## src/rtl/stage_mem_access_pkg.sv

```systemverilog
// Shared constants for the MEM stage: operation codes, FSM encodings and
// big-endian byte-lane masks.
package stage_mem_access_pkg;

    localparam logic [3:0] OP_NONE = 4'd0;
    localparam logic [3:0] OP_LB   = 4'd1;
    localparam logic [3:0] OP_LBU  = 4'd2;
    localparam logic [3:0] OP_LH   = 4'd3;
    localparam logic [3:0] OP_LHU  = 4'd4;
    localparam logic [3:0] OP_LW   = 4'd5;
    localparam logic [3:0] OP_SB   = 4'd6;
    localparam logic [3:0] OP_SH   = 4'd7;
    localparam logic [3:0] OP_SW   = 4'd8;

    localparam logic [1:0] ST_IDLE = 2'd0;
    localparam logic [1:0] ST_BUS  = 2'd1;
    localparam logic [1:0] ST_DONE = 2'd2;

    // Lane bit 3 carries bits 31:24, i.e. byte offset 0.
    localparam logic [3:0] BSEL_BYTE0   = 4'b1000;
    localparam logic [3:0] BSEL_HALF_HI = 4'b1100;
    localparam logic [3:0] BSEL_HALF_LO = 4'b0011;
    localparam logic [3:0] BSEL_WORD    = 4'b1111;

    function automatic logic op_is_load(input logic [3:0] op);
        return (op >= OP_LB) && (op <= OP_LW);
    endfunction

    function automatic logic op_is_store(input logic [3:0] op);
        return (op >= OP_SB) && (op <= OP_SW);
    endfunction

endpackage

```

## src/rtl/stage_mem_access_load_store_align.sv

```systemverilog
// Combinational lane steering: byte select, store replication, load
// extraction with sign/zero extension, and the alignment check.
module load_store_align
    import stage_mem_access_pkg::*;
(
    input  logic [3:0]  operation,
    input  logic [1:0]  byte_offset,
    input  logic [31:0] store_data,
    input  logic [31:0] read_data,
    output logic [3:0]  byte_select,
    output logic [31:0] write_data,
    output logic [31:0] load_data,
    output logic        misaligned
);

    logic [7:0]  lane_byte;
    logic [15:0] lane_half;
    logic        sign_ext;

    always_comb begin
        case (byte_offset)
            2'd0:    lane_byte = read_data[31:24];
            2'd1:    lane_byte = read_data[23:16];
            2'd2:    lane_byte = read_data[15:8];
            default: lane_byte = read_data[7:0];
        endcase
        lane_half = byte_offset[1] ? read_data[15:0] : read_data[31:16];
        sign_ext  = (operation == OP_LB) || (operation == OP_LH);

        byte_select = BSEL_WORD;
        write_data  = store_data;
        load_data   = read_data;
        misaligned  = 1'b0;

        case (operation)
            OP_LB, OP_LBU, OP_SB: begin
                byte_select = BSEL_BYTE0 >> byte_offset;
                write_data  = {4{store_data[7:0]}};
                load_data   = {{24{sign_ext & lane_byte[7]}}, lane_byte};
            end
            OP_LH, OP_LHU, OP_SH: begin
                byte_select = byte_offset[1] ? BSEL_HALF_LO : BSEL_HALF_HI;
                write_data  = {2{store_data[15:0]}};
                load_data   = {{16{sign_ext & lane_half[15]}}, lane_half};
                misaligned  = byte_offset[0];
            end
            OP_LW, OP_SW: begin
                misaligned = |byte_offset;
            end
            default: ;
        endcase
    end

endmodule

```

## src/rtl/stage_mem_access.sv

```systemverilog
// MEM pipeline stage: runs one data-memory bus transaction per load/store,
// stalling the pipeline until acknowledge or timeout, then hands off to WB.
//
// state | meaning
// IDLE  | no transaction; passthrough, or launch bus cycle for aligned access
// BUS   | bus_request high, waiting for acknowledge or timeout
// DONE  | transaction over; writeback presented, bus_error pulsed on timeout
module stage_mem_access
    import stage_mem_access_pkg::*;
#(
    parameter int BUS_TIMEOUT = 255
) (
    input  logic        clock,
    input  logic        reset,
    input  logic        mem_register_write_enable,
    input  logic [4:0]  mem_register_write_address,
    input  logic [31:0] mem_register_write_data,
    input  logic [3:0]  mem_access_operation,
    input  logic [31:0] mem_access_address,
    input  logic [31:0] mem_store_data,
    output logic        wb_register_write_enable,
    output logic [4:0]  wb_register_write_address,
    output logic [31:0] wb_register_write_data,
    output logic        stall_request,
    output logic        address_error,
    output logic        bus_error,
    output logic        bus_request,
    output logic        bus_write,
    output logic [31:0] bus_address,
    output logic [3:0]  bus_byte_select,
    output logic [31:0] bus_write_data,
    input  logic [31:0] bus_read_data,
    input  logic        bus_acknowledge
);

    localparam int CNT_W = (BUS_TIMEOUT > 2) ? $clog2(BUS_TIMEOUT) : 1;
    localparam logic [CNT_W-1:0] CNT_LAST = CNT_W'(BUS_TIMEOUT - 1);

    logic [1:0]       state_q, state_d;
    logic [CNT_W-1:0] counter_q, counter_d;
    logic [31:0]      result_q, result_d;
    logic             err_q, err_d;
    logic             bus_request_q, bus_request_d;
    logic             bus_write_q, bus_write_d;
    logic [31:0]      bus_address_q, bus_address_d;
    logic [3:0]       bus_byte_select_q, bus_byte_select_d;
    logic [31:0]      bus_write_data_q, bus_write_data_d;

    logic        is_load, is_store;
    logic [3:0]  lane_select;
    logic [31:0] lane_write_data, lane_load_data;
    logic        misaligned;

    assign is_load  = op_is_load(mem_access_operation);
    assign is_store = op_is_store(mem_access_operation);

    // EX/MEM is frozen while stalled, so the live inputs still describe the
    // in-flight access during BUS and DONE.
    load_store_align u_align (
        .operation   (mem_access_operation),
        .byte_offset (mem_access_address[1:0]),
        .store_data  (mem_store_data),
        .read_data   (bus_read_data),
        .byte_select (lane_select),
        .write_data  (lane_write_data),
        .load_data   (lane_load_data),
        .misaligned  (misaligned)
    );

    always_comb begin
        state_d           = state_q;
        counter_d         = counter_q;
        result_d          = result_q;
        err_d             = err_q;
        bus_request_d     = bus_request_q;
        bus_write_d       = bus_write_q;
        bus_address_d     = bus_address_q;
        bus_byte_select_d = bus_byte_select_q;
        bus_write_data_d  = bus_write_data_q;

        stall_request             = 1'b0;
        address_error             = 1'b0;
        bus_error                 = 1'b0;
        wb_register_write_enable  = mem_register_write_enable;
        wb_register_write_address = mem_register_write_address;
        wb_register_write_data    = mem_register_write_data;

        case (state_q)
            ST_IDLE: begin
                if (is_load || is_store) begin
                    if (misaligned) begin
                        address_error            = 1'b1;
                        wb_register_write_enable = 1'b0;
                    end else begin
                        stall_request            = 1'b1;
                        wb_register_write_enable = 1'b0;
                        bus_request_d            = 1'b1;
                        bus_write_d              = is_store;
                        bus_address_d            = {mem_access_address[31:2], 2'b00};
                        bus_byte_select_d        = lane_select;
                        bus_write_data_d         = lane_write_data;
                        counter_d                = '0;
                        err_d                    = 1'b0;
                        state_d                  = ST_BUS;
                    end
                end
            end
            ST_BUS: begin
                stall_request            = 1'b1;
                wb_register_write_enable = 1'b0;
                counter_d                = counter_q + 1'b1;
                if (bus_acknowledge) begin
                    bus_request_d = 1'b0;
                    if (is_load) result_d = lane_load_data;
                    state_d = ST_DONE;
                end else if ((BUS_TIMEOUT != 0) && (counter_q == CNT_LAST)) begin
                    bus_request_d = 1'b0;
                    err_d         = 1'b1;
                    state_d       = ST_DONE;
                end
            end
            ST_DONE: begin
                bus_error                = err_q;
                wb_register_write_enable = mem_register_write_enable & ~err_q;
                if (is_load) wb_register_write_data = result_q;
                state_d = ST_IDLE;
            end
            default: state_d = ST_IDLE;
        endcase
    end

    always_ff @(posedge clock) begin
        if (reset) begin
            state_q           <= ST_IDLE;
            counter_q         <= '0;
            result_q          <= '0;
            err_q             <= 1'b0;
            bus_request_q     <= 1'b0;
            bus_write_q       <= 1'b0;
            bus_address_q     <= '0;
            bus_byte_select_q <= '0;
            bus_write_data_q  <= '0;
        end else begin
            state_q           <= state_d;
            counter_q         <= counter_d;
            result_q          <= result_d;
            err_q             <= err_d;
            bus_request_q     <= bus_request_d;
            bus_write_q       <= bus_write_d;
            bus_address_q     <= bus_address_d;
            bus_byte_select_q <= bus_byte_select_d;
            bus_write_data_q  <= bus_write_data_d;
        end
    end

    assign bus_request     = bus_request_q;
    assign bus_write       = bus_write_q;
    assign bus_address     = bus_address_q;
    assign bus_byte_select = bus_byte_select_q;
    assign bus_write_data  = bus_write_data_q;

endmodule

```

## config.mk

```make
export PLATFORM = sky130hd
export DESIGN_NAME = stage_mem_access
export DESIGN_NICKNAME = d
export VERILOG_FILES = /design/src/rtl/stage_mem_access_pkg.sv /design/src/rtl/stage_mem_access_load_store_align.sv /design/src/rtl/stage_mem_access.sv
export SDC_FILE = /design/constraint.sdc
export NUM_CORES = 1
export LEC_CHECK = 0
export ABC_AREA = 1
export CORE_MARGIN = 2
export CORE_UTILIZATION = 48
export CTS_BUF_LIST = sky130_fd_sc_hd__clkbuf_8
export CTS_CLUSTER_SIZE = 12
export DETAILED_ROUTE_END_ITERATION = 10
export HOLD_SLACK_MARGIN = 0.12
export PLACE_DENSITY = 0.89
export SLEW_MARGIN = 30
export SYNTH_ARGS = -nofsm -noshare
export SYNTH_HDL_FRONTEND = slang
export SYNTH_SLANG_ARGS = --single-unit
```

## constraint.sdc

```tcl
create_clock -name clock -period 3 [get_ports clock]
set_input_delay 0.45 -clock clock [delete_from_list [all_inputs] [get_ports clock]]
set_output_delay 0.45 -clock clock [all_outputs]
set_load 0.005 [all_outputs]
```

==> results.yml <==
routing:
  viasPerCell: 5.17
  vias: 6554
  postRouteAntennaNets: 0
  avgRoutedWirePerCell_um: 15.1
  routed_wirelength_um: 19200
  drc_errors: 0
  drt_pass1_iterations: 5
  drt_first_iter_violations: 617
place:
  routabilityCongestion: 0.991
  dp_hpwl_um: 14100
  dpl_worst_slack_ps: 47.3
  port_buffers: 239
logic_synthesis:
  yosysTopAreaCell: "dfxtp_1"
  synth.area.top_cells: "dfxtp_1 38%, nand2_1 14%, o21ai_0 9.3%"
  synth_top_flop_cell: "dfxtp_1"
  yosys.cell_count.top_type: "nand2_1"
  post-synth-top-area-fraction: 0.379
  synth.cell_area_um2: 5870
  synth_common_cells: "222 x nand2_1, 135 x nor2_1, 111 x dfxtp_1, 109 x o21ai_0, 97 x inv_1"
  edff_count_synth: 0
  count_of_warnings_emitted_by_yosys: 0
  synthArstFlopShare: 0
  syn-instance-count: 902
  ys_seq_elements: 111
  synth.avg_cell_area_um2: 6.51
  synth-seq-area-share: 0.379
  synth.distinct_cells: 32
sta:
  maximum_clock_frequency_mhz: 346
  finalHoldWorstSlack_ps: 473
  worst_pin_slew_ps: 709
  period_needed_ps: 2890
  setup_tns_ps: 0
  timing.slew.headroom: 0.527
  grt_setup_unrepaired: "false"
  worst_slack_ps: 106
  layout_worst_path_cycle_share: 0.965
  finalHoldViolations: 0
  fin_skew_ps: 15.9
  slew_violations: 0
  setup_viol: 0
setup_path:
  critical_path_depth: 9
  timing.critical_path.cells: "clkdlybuf4s50_1 -> inv_1 -> nand2_1 -> nand2_1 -> nand2_2 -> nand2_4 -> buf_12 -> mux2_2 -> clkdlybuf4s50_1"
  rr_worst_depth: 10
  endpoint_kind: "primary output"
  r2r-start: "state_q[0]"
  cp-start-kind: "input port"
  crit_start: "mem_access_operation[0]"
  number_of_buffers_and_inverters_on_the_critical_path: 4
  crit_path_max_incr_delay_ps: 470
  setup.reg_to_reg.worst_slack_ps: 1190
  worst-endpoint-required_ps: 2550
  worst-path-max-fanout: 23
  critPathArrivalTime_ps: 2440
  capturing_instance_or_port_of_the_critical_path: "wb_register_write_data[31]"
  regToRegEndpoint: "result_q[8]"
  worstSetupPathType: "input port to primary output"
  critical_path.top_delay_family: "buffers and inverters"
  cp_max_stage_cell: "clkdlybuf4s50_1"
floorplanning:
  num_rows: 40
  floorplan.core_area_um2: 12000
  start_util: 0.491
  io_pins: 252
  die_h_um: 115
  die_w_um: 115
  floorplan.die_area_um2: 13100
outcome:
  run_status: "complete, no violations"
pwr:
  powerDensity_nw_per_um2: 434
  power_leakage_uw: 0.00392
  max-vdd-ir-drop_v: 0.000305
clock_tree:
  clock_tree.buffer_depth: 2
  cts_tree: "built"
  numCtsBuffers: 9
  cts.clk_slew.worst_paths_ps: 110
  cts_sinks: 111
  cts-htree-levels: 3
  clock_insertion_delay_worst_skew_ps: 390
  cts.root.buffer_cell: "clkbuf_8"
  cts_hold_buf: 0
grt:
  grt_first_pass_wirelength_um: 29300
  grt_antenna_before_repair: 0
  maximum_number_of_pins_on_one_net_before_global_route_repair: 80
  grt_pass1_vias: 5828
  grtUsageTotal: 0.282
  globalRoute.totalOverflow: 0
final_layout:
  syn_to_final_growth_pct: 45.4
  fill_cell_total_of_the_finished_layout: 968
  diodes: 0
  fin_nets: 1258
  fraction_of_final_layout_cells_sized_beyond_drive_strength_1: 0.0813
flow_run:
  drv_cap: 0
min_path:
  timing.hold.worst.class: "flop to flop"
-- worst min path at each step --
stage | startpoint | endpoint | slack, ps | cells after the start
5_1_grt | bus_write_data[12] | bus_write_data[12] | 510 | 2
4_1_cts | bus_request | bus_request | 480 | 2
3_3_place_gp | bus_write_data[12] | bus_write_data[12] | 450 | 2
3_5_place_dp | bus_request | bus_request | 460 | 2
2_1_floorplan | err_q | err_q | 440 | 2
6_report | bus_request | bus_request | 470 | 2
-- sequential cells by signal, indices dropped and copies added (netlist names), 2 cells and up --
| signal | count |
|---|---|
| bus_byte_select | 4 |
| bus_address | 30 |
| counter_q | 8 |
| state_q | 2 |
| bus_write_data | 32 |
| result_q | 32 |
-- worst register-to-register path, stage by stage, from the launching register on --
cell     delay, ps
dfxtp_1        410
nand2_1        120
inv_2          150
nand2_1        100
nor2_2         190
buf_4          290
o21ai_0        140
inv_1           70
nand3_1        120
nand2_1        100
inv_1           40
-- metal layers --
metal	up-vias	track usage	routed length (um)
met3	42	0.0498	1520
met5	-	0	0
met2	282	0.473	9090
met4	0	0.113	552
met1	2968	0.358	8010
li1	3262	-	-
-- per-stage QoR --
stage / cells / total power, uW / instance area, um2 / util
after global routing: 1267 / 3900 / 8540 / 0.714
after floorplan: 903 / 2200 / 5870 / -
after global placement: 1250 / 2790 / 8300 / 0.694
final: 1267 / 3700 / 8540 / 0.714
after CTS: 1266 / 3710 / 8500 / 0.711
after detailed placement: 1250 / 2810 / 8300 / 0.694
-- layout by cell type (no fill, tap or decap), types with 2 or more instances in the layout --
| master | instances |
|---|---|
| mux2_2 | 18 |
| dlymetal6s2s_1 | 2 |
| o21ai_0 | 109 |
| dfxtp_1 | 111 |
| buf_4 | 12 |
| nand2_2 | 6 |
| inv_6 | 2 |
| nand2_1 | 221 |
| a21oi_1 | 41 |
| nor2_1 | 135 |
| nor2_2 | 3 |
| nand3b_1 | 2 |
| ha_1 | 2 |
| o22ai_1 | 2 |
| nand4_1 | 10 |
| a21oi_2 | 10 |
| nor3_1 | 4 |
| or2_2 | 4 |
| buf_12 | 3 |
| nand2_4 | 2 |
| clkdlybuf4s50_1 | 237 |
| conb_1 | 2 |
| o21ai_1 | 24 |
| inv_1 | 96 |
| nand3_1 | 30 |
| clkbuf_8 | 10 |
| inv_2 | 12 |
-- cell families after synthesis --
logic type      synth area share
compound gates             0.171
buf+inv                    0.121
fa+ha+maj                0.00426
other cells             0.000639
mux                       0.0345
flops                      0.379
simple gates               0.290
-- where the power goes --
part           switching [uW]  internal (uW)
Combinational             523            589
Sequential               67.0           1610
Clock                     572            346
-- repair_timing --
action	4_1_cts	5_1_grt
resized for setup	0	4
endpoints found under the setup margin	0	19
setup buffers	0	0
-- final cells by class --
| type | count | area (um2) | area share |
|---|---|---|---|
| multi-input combinational | 630 | 2950 | 0.346 |
| timing repair buffer | 255 | 2570 | 0.301 |
| sequential | 111 | 2220 | 0.260 |
| inverter | 108 | 405 | 0.0475 |
| tap | 147 | 184 | 0.0215 |
| clock buffer | 10 | 138 | 0.0161 |
| clock inverter | 6 | 61.3 | 0.00718 |
Note: power is estimated with default switching activity, not from simulation.
